### src/rtl/sysctl_pkg.sv
// Shared types and helpers for the 68000 system-control block.
// Holds the DTACK state encoding, the IACK function code and the interrupt-level priority helper.
package sysctl_pkg;

    typedef enum logic [1:0] {
        ST_IDLE = 2'd0,
        ST_WAIT = 2'd1,
        ST_EXT  = 2'd2,
        ST_ACK  = 2'd3
    } dtack_state_t;

    localparam logic [2:0] FC_IACK = 3'b111;
    localparam int         LVL_W   = 3;
    localparam int         MAX_IRQ = 7;

    // Highest level among the pending sources; 0 when nothing is pending.
    function automatic logic [LVL_W-1:0] max_level(input logic [MAX_IRQ-1:0]       pend,
                                                   input logic [MAX_IRQ*LVL_W-1:0] levels);
        logic [LVL_W-1:0] m;
        logic [LVL_W-1:0] l;
        m = '0;
        for (int i = 0; i < MAX_IRQ; i++) begin
            l = levels[i*LVL_W +: LVL_W];
            if (pend[i] && (l > m)) m = l;
        end
        return m;
    endfunction

endpackage

### src/rtl/sysctl_irq_enc.sv
// IRQ front end: 2-FF sync + edge detect, pending latches, registered priority encoder.
// Edge to ipl_n takes 4 clk; no backpressure, the CPU acknowledges through IACK clears.
module sysctl_irq_enc
    import sysctl_pkg::*;
#(
    parameter int                       NUM_IRQ    = 2,
    parameter logic [NUM_IRQ*LVL_W-1:0] IRQ_LEVELS = {3'd5, 3'd4}
) (
    input  logic               clk,
    input  logic               reset,
    input  logic [NUM_IRQ-1:0] irq_src,
    input  logic [NUM_IRQ-1:0] irq_en,
    input  logic               iack_fall,
    input  logic [LVL_W-1:0]   addr_lvl,
    output logic [NUM_IRQ-1:0] irq_pend,
    output logic [LVL_W-1:0]   ipl_n
);

    logic [NUM_IRQ-1:0]       src_s1, src_s2, src_s3;
    logic [NUM_IRQ-1:0]       rise, lvl_hit, pend_nx;
    logic [MAX_IRQ-1:0]       pend_pad;
    logic [MAX_IRQ*LVL_W-1:0] lvl_pad;

    always_ff @(posedge clk or posedge reset) begin
        if (reset) begin
            src_s1 <= '0;
            src_s2 <= '0;
            src_s3 <= '0;
        end else begin
            src_s1 <= irq_src;
            src_s2 <= src_s1;
            src_s3 <= src_s2;
        end
    end

    always_comb begin : decode
        logic [LVL_W-1:0] lvl;
        lvl     = '0;
        rise    = '0;
        lvl_hit = '0;
        for (int i = 0; i < NUM_IRQ; i++) begin
            lvl        = IRQ_LEVELS[i*LVL_W +: LVL_W];
            rise[i]    = src_s2[i] & ~src_s3[i] & (lvl != '0);
            lvl_hit[i] = iack_fall & (lvl == addr_lvl) & (lvl != '0);
        end
    end

    // Disable dominates; a new edge beats an IACK clear so no request is lost.
    assign pend_nx = irq_en & (rise | (irq_pend & ~lvl_hit));

    always_comb begin
        pend_pad                          = '0;
        pend_pad[NUM_IRQ-1:0]             = irq_pend;
        lvl_pad                           = '0;
        lvl_pad[NUM_IRQ*LVL_W-1:0]        = IRQ_LEVELS;
    end

    always_ff @(posedge clk or posedge reset) begin
        if (reset) begin
            irq_pend <= '0;
            ipl_n    <= '1;
        end else begin
            irq_pend <= pend_nx;
            ipl_n    <= ~max_level(pend_pad, lvl_pad);
        end
    end

endmodule

### src/rtl/m68k_sysctl.sv
// 68000 system control: IRQ encoder, DTACK wait-state FSM, watchdog reset generator.
// dtack_n is registered (ACK on the edge the FSM enters it); bus cycles stretch via wait states or ext_dtack_n.
module m68k_sysctl
    import sysctl_pkg::*;
#(
    parameter int                       NUM_IRQ     = 2,
    parameter logic [NUM_IRQ*LVL_W-1:0] IRQ_LEVELS  = {3'd5, 3'd4},
    parameter int                       WAIT_STATES = 1,
    parameter int                       WDOG_BITS   = 20,
    parameter logic [WDOG_BITS-1:0]     WDOG_LIMIT  = 20'hFFFFF,
    parameter int                       WDOG_PULSE  = 16
) (
    input  logic               clk,
    input  logic               reset,
    input  logic               clk_en,
    input  logic               nAS,
    input  logic [2:0]         fc,
    input  logic [2:0]         addr_lvl,
    input  logic [NUM_IRQ-1:0] irq_src,
    input  logic [NUM_IRQ-1:0] irq_en,
    input  logic               slow_cs,
    input  logic               ext_cs,
    input  logic               ext_dtack_n,
    output logic [2:0]         ipl_n,
    output logic               dtack_n,
    output logic [NUM_IRQ-1:0] irq_pend,
    input  logic               afr,
    input  logic               wdog_dis,
    output logic               wdog_rst
);

    localparam bit             HAS_WAIT  = (WAIT_STATES > 0);
    localparam logic [3:0]     WAIT_INIT = 4'(WAIT_STATES);
    localparam int             PW        = $clog2(WDOG_PULSE + 1);
    localparam logic [PW-1:0]  PULSE_INIT = PW'(WDOG_PULSE - 1);
    localparam logic [WDOG_BITS-1:0] FIRE_AT = WDOG_LIMIT - 1'b1;

    logic         nas_q, nas_fall, iack, iack_fall;
    logic         ext_s1, ext_s2;
    dtack_state_t state, state_nx;
    logic [3:0]   wait_cnt;
    logic         wait_done, wait_load, dtack_nx;
    logic         afr_q, afr_fall;
    logic [WDOG_BITS-1:0] wdog_cnt;
    logic [PW-1:0]        pulse_cnt;

    assign nas_fall  = nas_q & ~nAS;
    assign iack      = (fc == FC_IACK);
    assign iack_fall = nas_fall & iack;
    assign afr_fall  = afr_q & ~afr;

    sysctl_irq_enc #(
        .NUM_IRQ    (NUM_IRQ),
        .IRQ_LEVELS (IRQ_LEVELS)
    ) u_irq_enc (
        .clk       (clk),
        .reset     (reset),
        .irq_src   (irq_src),
        .irq_en    (irq_en),
        .iack_fall (iack_fall),
        .addr_lvl  (addr_lvl),
        .irq_pend  (irq_pend),
        .ipl_n     (ipl_n)
    );

    always_ff @(posedge clk or posedge reset) begin
        if (reset) begin
            nas_q  <= 1'b1;
            ext_s1 <= 1'b1;
            ext_s2 <= 1'b1;
        end else begin
            nas_q  <= nAS;
            ext_s1 <= ext_dtack_n;
            ext_s2 <= ext_s1;
        end
    end

    // dtack_n comes straight from a flop so reset and state changes cannot glitch it.
    always_ff @(posedge clk or posedge reset) begin
        if (reset) begin
            state   <= ST_IDLE;
            dtack_n <= 1'b1;
        end else begin
            state   <= state_nx;
            dtack_n <= dtack_nx;
        end
    end

    assign wait_done = (wait_cnt == 4'd0) || (clk_en && (wait_cnt == 4'd1));

    always_comb begin
        state_nx = state;
        if (nAS) begin
            state_nx = ST_IDLE;
        end else begin
            case (state)
                ST_IDLE: if (nas_fall) begin
                    if (iack)                      state_nx = ST_ACK;
                    else if (slow_cs && HAS_WAIT)  state_nx = ST_WAIT;
                    else if (ext_cs)               state_nx = ST_EXT;
                    else                           state_nx = ST_ACK;
                end
                ST_WAIT: if (wait_done) state_nx = ext_cs ? ST_EXT : ST_ACK;
                ST_EXT:  if (!ext_s2)   state_nx = ST_ACK;
                ST_ACK:  state_nx = ST_ACK;
                default: state_nx = ST_IDLE;
            endcase
        end
    end

    always_comb begin
        dtack_nx  = (state_nx != ST_ACK);
        wait_load = (state == ST_IDLE) && (state_nx == ST_WAIT);
    end

    always_ff @(posedge clk or posedge reset) begin
        if (reset) begin
            wait_cnt <= 4'd0;
        end else if (wait_load) begin
            wait_cnt <= WAIT_INIT;
        end else if ((state == ST_WAIT) && clk_en && (wait_cnt != 4'd0)) begin
            wait_cnt <= wait_cnt - 1'b1;
        end
    end

    // During the pulse the counter is held at 0; counting restarts once wdog_rst drops.
    always_ff @(posedge clk or posedge reset) begin
        if (reset) begin
            afr_q     <= 1'b1;
            wdog_cnt  <= '0;
            pulse_cnt <= '0;
            wdog_rst  <= 1'b0;
        end else begin
            afr_q <= afr;
            if (wdog_rst) begin
                wdog_cnt <= '0;
                if (pulse_cnt == '0) wdog_rst  <= 1'b0;
                else                 pulse_cnt <= pulse_cnt - 1'b1;
            end else if (wdog_dis || afr_fall) begin
                wdog_cnt <= '0;
            end else if (clk_en) begin
                if (wdog_cnt >= FIRE_AT) begin
                    wdog_cnt  <= '0;
                    wdog_rst  <= 1'b1;
                    pulse_cnt <= PULSE_INIT;
                end else begin
                    wdog_cnt <= wdog_cnt + 1'b1;
                end
            end
        end
    end

endmodule

### config.mk
export PLATFORM = sky130hd
export DESIGN_NAME = m68k_sysctl
export DESIGN_NICKNAME = d
export VERILOG_FILES = /design/src/rtl/sysctl_pkg.sv /design/src/rtl/sysctl_irq_enc.sv /design/src/rtl/m68k_sysctl.sv
export SDC_FILE = /design/constraint.sdc
export NUM_CORES = 1
export LEC_CHECK = 0
export BUFFER_PORTS_ARGS = -buffer_cell sky130_fd_sc_hd__buf_2
export CAP_MARGIN = 20
export CORE_MARGIN = 3
export CORE_UTILIZATION = 35
export CTS_BUF_LIST = sky130_fd_sc_hd__clkbuf_2 sky130_fd_sc_hd__clkbuf_4 sky130_fd_sc_hd__clkbuf_8
export CTS_CLUSTER_SIZE = 14
export DETAILED_ROUTE_END_ITERATION = 8
export PLACE_DENSITY = 0.63
export SYNTH_ARGS = -nofsm -noshare
export SYNTH_HDL_FRONTEND = slang
export SYNTH_HIERARCHICAL = 1
export SYNTH_SLANG_ARGS = --single-unit
export TNS_END_PERCENT = 30
### constraint.sdc
create_clock -name clk -period 4.3 [get_ports clk]
set_input_delay 0.215 -clock clk [delete_from_list [all_inputs] [get_ports clk]]
set_output_delay 0.215 -clock clk [all_outputs]
set_load 0.02 [all_outputs]
==> impl_metrics.tcl, run 1 <==
set metrics [dict create \
    clock-sinks 47 \
    globalRouteTotalUtil 0.130 \
    place_area_um2 2710 \
    ys_ff_latch 47 \
    power.density_cell_area_nw_per_um2 326 \
    htree_levels 2 \
    tritoncts.num_buffers 5 \
    synth_ff_type "dfrtp_1" \
    synth_cells 256 \
    drcViolationCount 0 \
    synth_fp_nets 282 \
    clk_path_buf_depth 2 \
    floorplan.die.height_um 90.5 \
    fp-row-count 30 \
    finish.instance_area_um2 2820 \
    maximum_clock_skew_at_final_layout_ns 0.00386 \
    irDropWorstVdd_mv 0.117 \
    num_antenna_cells 0 \
    gpl.final_weighted_congestion 0.769 \
    overflow 0 \
    tritoncts "built" \
    grt_pass1_vias 1944 \
    netlist-cell-type-count 52 \
    drive_above_1_share 0.182 \
    count_of_antenna_violating_nets_left_after_detailed_routing 0 \
    insertion_delay_ns 0.30 \
    drt-vias-per-instance 5.37 \
    crit_path_max_incr_delay_ns 0.72 \
    max_fclk_ghz 0.395 \
    design.portCount 26 \
    final-hold-violation-count 0 \
    cts_setup_buffers 0 \
    starting_density 0.364 \
    place_hpwl_um 3400 \
    setup.worst_path.end_class "flop" \
    max_slew.worst_pin.slew_ns 1.00 \
    relSlewSlack 0.331 \
    pin_count_of_the_biggest_net_entering_global_routing 38 \
    vias 2019 \
    finalSetupTns_ns 0 \
    design.die.area_um2 8200 \
    worstPathArrival_ns 2.71 \
    finalNetCount 305 \
    cts.clk_slew.worst_paths_ns 0.08 \
    final_min_period_over_clock_period 0.589 \
    startpoint_type "flop" \
    report.final.slew_viol_count 0 \
    first_pass_grt_wire_length_um 8920 \
    timing.final.setup_violations 0 \
    post-route-min-period_ns 2.53 \
    core_area_um2 6870 \
    flow.area_growth_from_synthesis_pct 12.9 \
    initialDrtViolationCount 134 \
    ctsRootBufferMaster "clkbuf_8" \
    synth.yosys.seq_area_share 0.474 \
    worstPathCellList "and4_1 -> nand3_1 -> o41ai_4 -> mux2_1" \
    run_status "finished, final reports clean" \
    crit_slowest_cell "nand3_1" \
    buffer_ports.inserted 24 \
    syn-cell-area_um2 2500 \
    rsz0062_at_grt "false" \
    firstDrtPassIters 4 \
    wl_per_cell_um 13.7 \
    hold_slack_ns 0.0218 \
    postLayoutSetupSlackWorst_ns 1.77 \
    postRouteWirelength_um 5140 \
    maxCapViolCount 0 \
    synth-edff-count 0 \
    leakage_uw 0.00116 \
    crit_required_ns 4.48 \
    timing.setup.critical_path_class "flop to flop" \
    asyncSetResetFlopFracSynth 1.00 \
    postSynthAreaPerCell_um2 9.77 \
    place_ws_ns 1.82 \
    yosys_warnings 6 \
    worst-path-max-fanout 23 \
    antenna_violations_before_repair 0 \
    min-delay-path-class "primary input to flop" \
    fin_util 0.411 \
    die_width_um 90.5 \
]
## sequential cells by signal (all words and copies together) (netlist names), 2 cells and up
signal,cells
u_irq_enc/ipl_n,2
u_irq_enc/src_s3,2
u_irq_enc/src_s1,2
wdog_cnt,20
u_irq_enc/irq_pend,2
wait_cnt,4
u_irq_enc/src_s2,2
state,2
pulse_cnt,5
## critical path: cells and delay by family, from the launching register on
| family | cells | cell delay [ns] |
|---|---|---|
| AND/OR/NAND/NOR | 2 | 1.02 |
| AO/OA/AOI/OAI | 1 | 0.60 |
| multiplexers | 1 | 0.35 |
| flip-flops | 1 | 0.43 |
## final cells by class
type	count	area, µm²
well taps	96	120
clock buffers	7	90.1
repair buffers	28	155
fillers	689	4050
flip-flops and latches	47	1180
inverters	18	67.6
multi-input cells	179	1200
clock inverters	1	8.76
## cell families (layout without fill, tap and decap cells)
kind of cell,Yosys count,after routing,share of synthesized area
xor+xnor,6,6,0.0210
fa+ha+maj,7,7,0.0350
mux,2,2,0.00900
flops,47,47,0.474
other cells,1,1,0.00150
buf+inv,30,54,0.0475
simple gates,101,101,0.231
compound gates,62,62,0.181
## cell usage after synthesis, types with 7 or more instances
master | n | share of area
nand2_1 | 23 | 0.035
clkbuf_1 | 9 | 0.014
a21oi_1 | 9 | 0.018
a31oi_1 | 13 | 0.033
inv_1 | 18 | 0.027
nand3_1 | 14 | 0.028
ha_1 | 7 | 0.035
nand4_1 | 8 | 0.020
o211ai_1 | 7 | 0.021
dfstp_2 | 7 | 0.074
nor2_1 | 14 | 0.021
dfrtp_1 | 40 | 0.40
o21ai_0 | 8 | 0.016
or3_1 | 8 | 0.020
## worst paths after layout
path,endpoint,slack [ns],cells past startpoint,startpoint
max reg2reg,pulse_cnt[1],1.77,4,wdog_cnt[10]
min in group asynchronous,u_irq_enc/irq_pend[1],0.44,3,reset
min reg2reg,u_irq_enc/src_s2[1],0.35,0,u_irq_enc/src_s1[1]
max in group asynchronous,afr_q,3.37,4,reset
max,pulse_cnt[1],1.77,4,wdog_cnt[10]
min,u_irq_enc/src_s1[1],0.02,1,irq_src[1]
## cell usage in the layout (no fill, tap or decap), types with 8 or more instances in the layout
| cell type | Yosys | routed |
|---|---|---|
| nand4_1 | 8 | 8 |
| a21oi_1 | 9 | 9 |
| inv_1 | 18 | 18 |
| or3_1 | 8 | 8 |
| a31oi_1 | 13 | 13 |
| nand3_1 | 14 | 14 |
| buf_2 | 2 | 24 |
| nor2_1 | 14 | 14 |
| dfrtp_1 | 40 | 40 |
| nand2_1 | 23 | 23 |
## where the power goes
group / switching (µW) / internal [µW] / total (µW)
Combinational: 83.5 / 59.0 / 142
Sequential: 23.3 / 474 / 497
Clock: 142 / 138 / 281
## routing by layer
metal / up-vias / part of all wire / track usage
li1: 986 / - / -
met2: 52 / 0.45 / 0.205
met5: - / 0 / 0
met1: 969 / 0.47 / 0.170
met3: 12 / 0.054 / 0.0350
met4: 0 / 0.021 / 0.0536
## what timing repair did
item	in CTS	in global routing
resized for setup	0	0
hold buffers	1	1
hold endpoints to repair	8	1
## stage by stage
| stage | instances | total power (µW) |
|---|---|---|
| after floorplan | 256 | 611 |
| after global routing | 376 | 978 |
| final | 376 | 921 |
| after detailed placement | 366 | 649 |
| after CTS | 375 | 936 |
| after global placement | 366 | 648 |
Note: power is estimated with default switching activity, not from simulation.
==> inputs of run 2 (changes only) <==
--- a/config.mk
+++ b/config.mk
@@ -5,6 +5,7 @@
 export SDC_FILE = /design/constraint.sdc
 export NUM_CORES = 1
 export LEC_CHECK = 0
+export ABC_AREA = 1
 export BUFFER_PORTS_ARGS = -buffer_cell sky130_fd_sc_hd__buf_2
 export CAP_MARGIN = 20
 export CORE_MARGIN = 3
@@ -12,7 +13,7 @@
 export CTS_BUF_LIST = sky130_fd_sc_hd__clkbuf_2 sky130_fd_sc_hd__clkbuf_4 sky130_fd_sc_hd__clkbuf_8
 export CTS_CLUSTER_SIZE = 14
 export DETAILED_ROUTE_END_ITERATION = 8
-export PLACE_DENSITY = 0.63
+export PLACE_DENSITY = 0.65
 export SYNTH_ARGS = -nofsm -noshare
 export SYNTH_HDL_FRONTEND = slang
 export SYNTH_HIERARCHICAL = 1
==> constraint.sdc (replaced) <==
create_clock -name clk -period 2.08 [get_ports clk]
set_input_delay 0.104 -clock clk [delete_from_list [all_inputs] [get_ports clk]]
set_output_delay 0.104 -clock clk [all_outputs]
set_load 0.02 [all_outputs]
==> impl_metrics.tcl, run 2 <==
set metrics [dict create \
    run_status "finished, final reports clean" \
    worst-path-max-fanout 14 \
    postLayoutSetupSlackWorst_ns 0.430 \
    worstPathCellList "inv_1 -> ha_1 -> nor2_1 -> nor2_1 -> nand2_1 -> nor2_4 -> nor2_2 -> nand2_4 -> o21ai_0" \
    count_of_antenna_violating_nets_left_after_detailed_routing 0 \
    irDropWorstVdd_mv 0.297 \
    maximum_clock_skew_at_final_layout_ns 0.00291 \
    clock-sinks 47 \
    synth_fp_nets 343 \
    final_cell_count_no_fill 449 \
    finalSetupTns_ns 0 \
    num_antenna_cells 0 \
    antenna_violations_before_repair 0 \
    tritoncts "built" \
    postSynthAreaPerCell_um2 7.99 \
    design.die.area_um2 8290 \
    drcViolationCount 0 \
    synth_area_leader_cell "dfrtp_1" \
    syn-cell-area_um2 2530 \
    pin_count_of_the_biggest_net_entering_global_routing 38 \
    most_common_library_cells_after_synthesis "87 x nand2_1, 47 x inv_1, 40 x dfrtp_1" \
    gpl.final_weighted_congestion 0.867 \
    firstDrtPassIters 4 \
    yosys.cell_count.top_type "nand2_1" \
    drt-vias-per-instance 4.48 \
    crit_path_max_incr_delay_ns 0.46 \
    reg.largest.list "wdog_cnt x20, pulse_cnt x5, wait_cnt x4" \
    number_of_flip_flops_in_the_largest_register 20 \
    rsz0062_at_grt "false" \
    ys_ff_latch 47 \
    die_width_um 91.1 \
    synth-edff-count 0 \
    design.portCount 26 \
    power.density_cell_area_nw_per_um2 654 \
    final_min_period_over_clock_period 0.793 \
    place_ws_ns 0.417 \
    startpoint_type "flop" \
    floorplan.die.height_um 91.1 \
    asyncSetResetFlopFracSynth 1.00 \
    setup.worst_path.end_class "flop" \
    vias 2013 \
    cts.clk_slew.worst_paths_ns 0.08 \
    finalNetCount 378 \
    worstPathArrival_ns 1.87 \
    min-delay-path-class "primary input to flop" \
    leakage_uw 0.00141 \
    fillers 720 \
    report.final.slew_viol_count 0 \
    maxCapViolCount 0 \
    fp-row-count 30 \
    yosys_warnings 6 \
    crit_required_ns 2.30 \
    synth_ff_type "dfrtp_1" \
    synth.yosys.seq_area_share 0.468 \
    layout_commonest_cell "nand2_1" \
    starting_density 0.367 \
    timing.setup.critical_path_class "flop to flop" \
    synth_cells 317 \
    initialDrtViolationCount 82 \
    postRouteWirelength_um 4550 \
    finish.instance_area_um2 2910 \
    wl_per_cell_um 10.1 \
    layout.cells.most_common_list "87 x nand2_1, 47 x inv_1, 40 x dfrtp_1" \
    post-route-min-period_ns 1.65 \
    final-seq-area_um2 1180 \
    netlist-cell-type-count 33 \
    first_pass_grt_wire_length_um 8490 \
    multiInputGateArea_um2 1130 \
    insertion_delay_ns 0.29 \
    clk_path_buf_depth 2 \
    htree_levels 2 \
    crit_slowest_cell "dfrtp_1" \
    flow.area_growth_from_synthesis_pct 14.8 \
    dp_cells 435 \
    max_fclk_ghz 0.606 \
    fin_util 0.421 \
    buffer_ports.inserted 24 \
    final-hold-violation-count 0 \
    cp_common_cell "nor2_1" \
    globalRouteTotalUtil 0.124 \
    synth_top_area_share 0.395 \
    tritoncts.num_buffers 5 \
    synth_top_cells_by_area "dfrtp_1 40%, nand2_1 13%, dfstp_2 7.3%, inv_1 7.0%, nor2_1 5.8%" \
    core_area_um2 6910 \
    drive_above_1_share 0.193 \
    timing.final.setup_violations 0 \
    overflow 0 \
    max_flop_register "wdog_cnt" \
    grt_pass1_vias 2035 \
    place_hpwl_um 3440 \
    place_area_um2 2750 \
    ctsRootBufferMaster "clkbuf_8" \
]
run 2: cell types whose count changed after synthesis, moves of 8 or more:
cell	previous run	this run
nand2_1	23	87
inv_1	18	47
nor2_1	14	39
a31oi_1	13	1
o21ai_2	0	10
clkbuf_1	9	0
or3_1	8	0
run 2: worst max-delay path: cells and delay by family (launching register included):
kind | cells | cell delay [ns]
AO/OA/AOI/OAI | 1 | 0.19
adder cells (fa/ha/maj) | 1 | 0.20
buffers and inverters | 1 | 0.08
flip-flops | 1 | 0.46
AND/OR/NAND/NOR | 6 | 0.64
run 2: repair_timing:
item	in CTS	in global routing
gates resized for setup	0	0
endpoints found under the hold margin	45	0
buffers inserted	0	0
hold buffers	6	0
run 2: metrics by stage:
stage / hold WS [ns] / total power, µW
final: 0.0208 / 1900
after global routing: 0.0194 / 2040
after CTS: 0.00751 / 1940
after detailed placement: 0.103 / 1340
after global placement: 0.0960 / 1330
after floorplan: -0.0573 / 1260
run 2: per-layer routing:
layer	vias up	share of wire	global-route usage
met5	-	0	0
met4	0	0.025	0.0590
met3	9	0.039	0.0249
met2	35	0.45	0.200
met1	922	0.49	0.158
li1	1047	-	-
run 2: report_power, final:
| part | internal (µW) | switching [µW] | leakage (µW) |
|---|---|---|---|
| logic | 116 | 184 | 0.000751 |
| registers | 980 | 44.0 | 0.000609 |
| clock network | 285 | 291 | 0.0000519 |
run 2: worst paths after layout:
| check | startpoint | to | slack [ns] | cells after the start |
|---|---|---|---|---|
| max | wdog_cnt[0] | wdog_cnt[17] | 0.43 | 9 |
| min | irq_en[1] | u_irq_enc/irq_pend[1] | 0.02 | 3 |
| max reg2reg | wdog_cnt[0] | wdog_cnt[17] | 0.43 | 9 |
| min reg2reg | ext_s1 | ext_s2 | 0.36 | 0 |
| max in group asynchronous | reset | ext_s1 | 1.24 | 4 |
| min in group asynchronous | reset | u_irq_enc/src_s1[1] | 0.32 | 3 |
run 2: layout make-up:
type                       instances  share of cell area
clock buffer                       7              0.0310
clock inverter                     1             0.00301
inverter                          48              0.0620
multi-input combinational        219               0.390
sequential                        47               0.408
tap                               96              0.0413
timing repair buffer              31              0.0646
run 2: kinds of logic after synthesis:
kind of cell / after synthesis / synth area share
and+or+nand+nor: 167 / 0.286
buffers and inverters: 51 / 0.0840
DFF: 47 / 0.468
AOI/OAI and AO/OA: 33 / 0.0879
xor gates and xnor gates: 11 / 0.0380
adders and majority gates: 7 / 0.0346
other: 1 / 0.00148
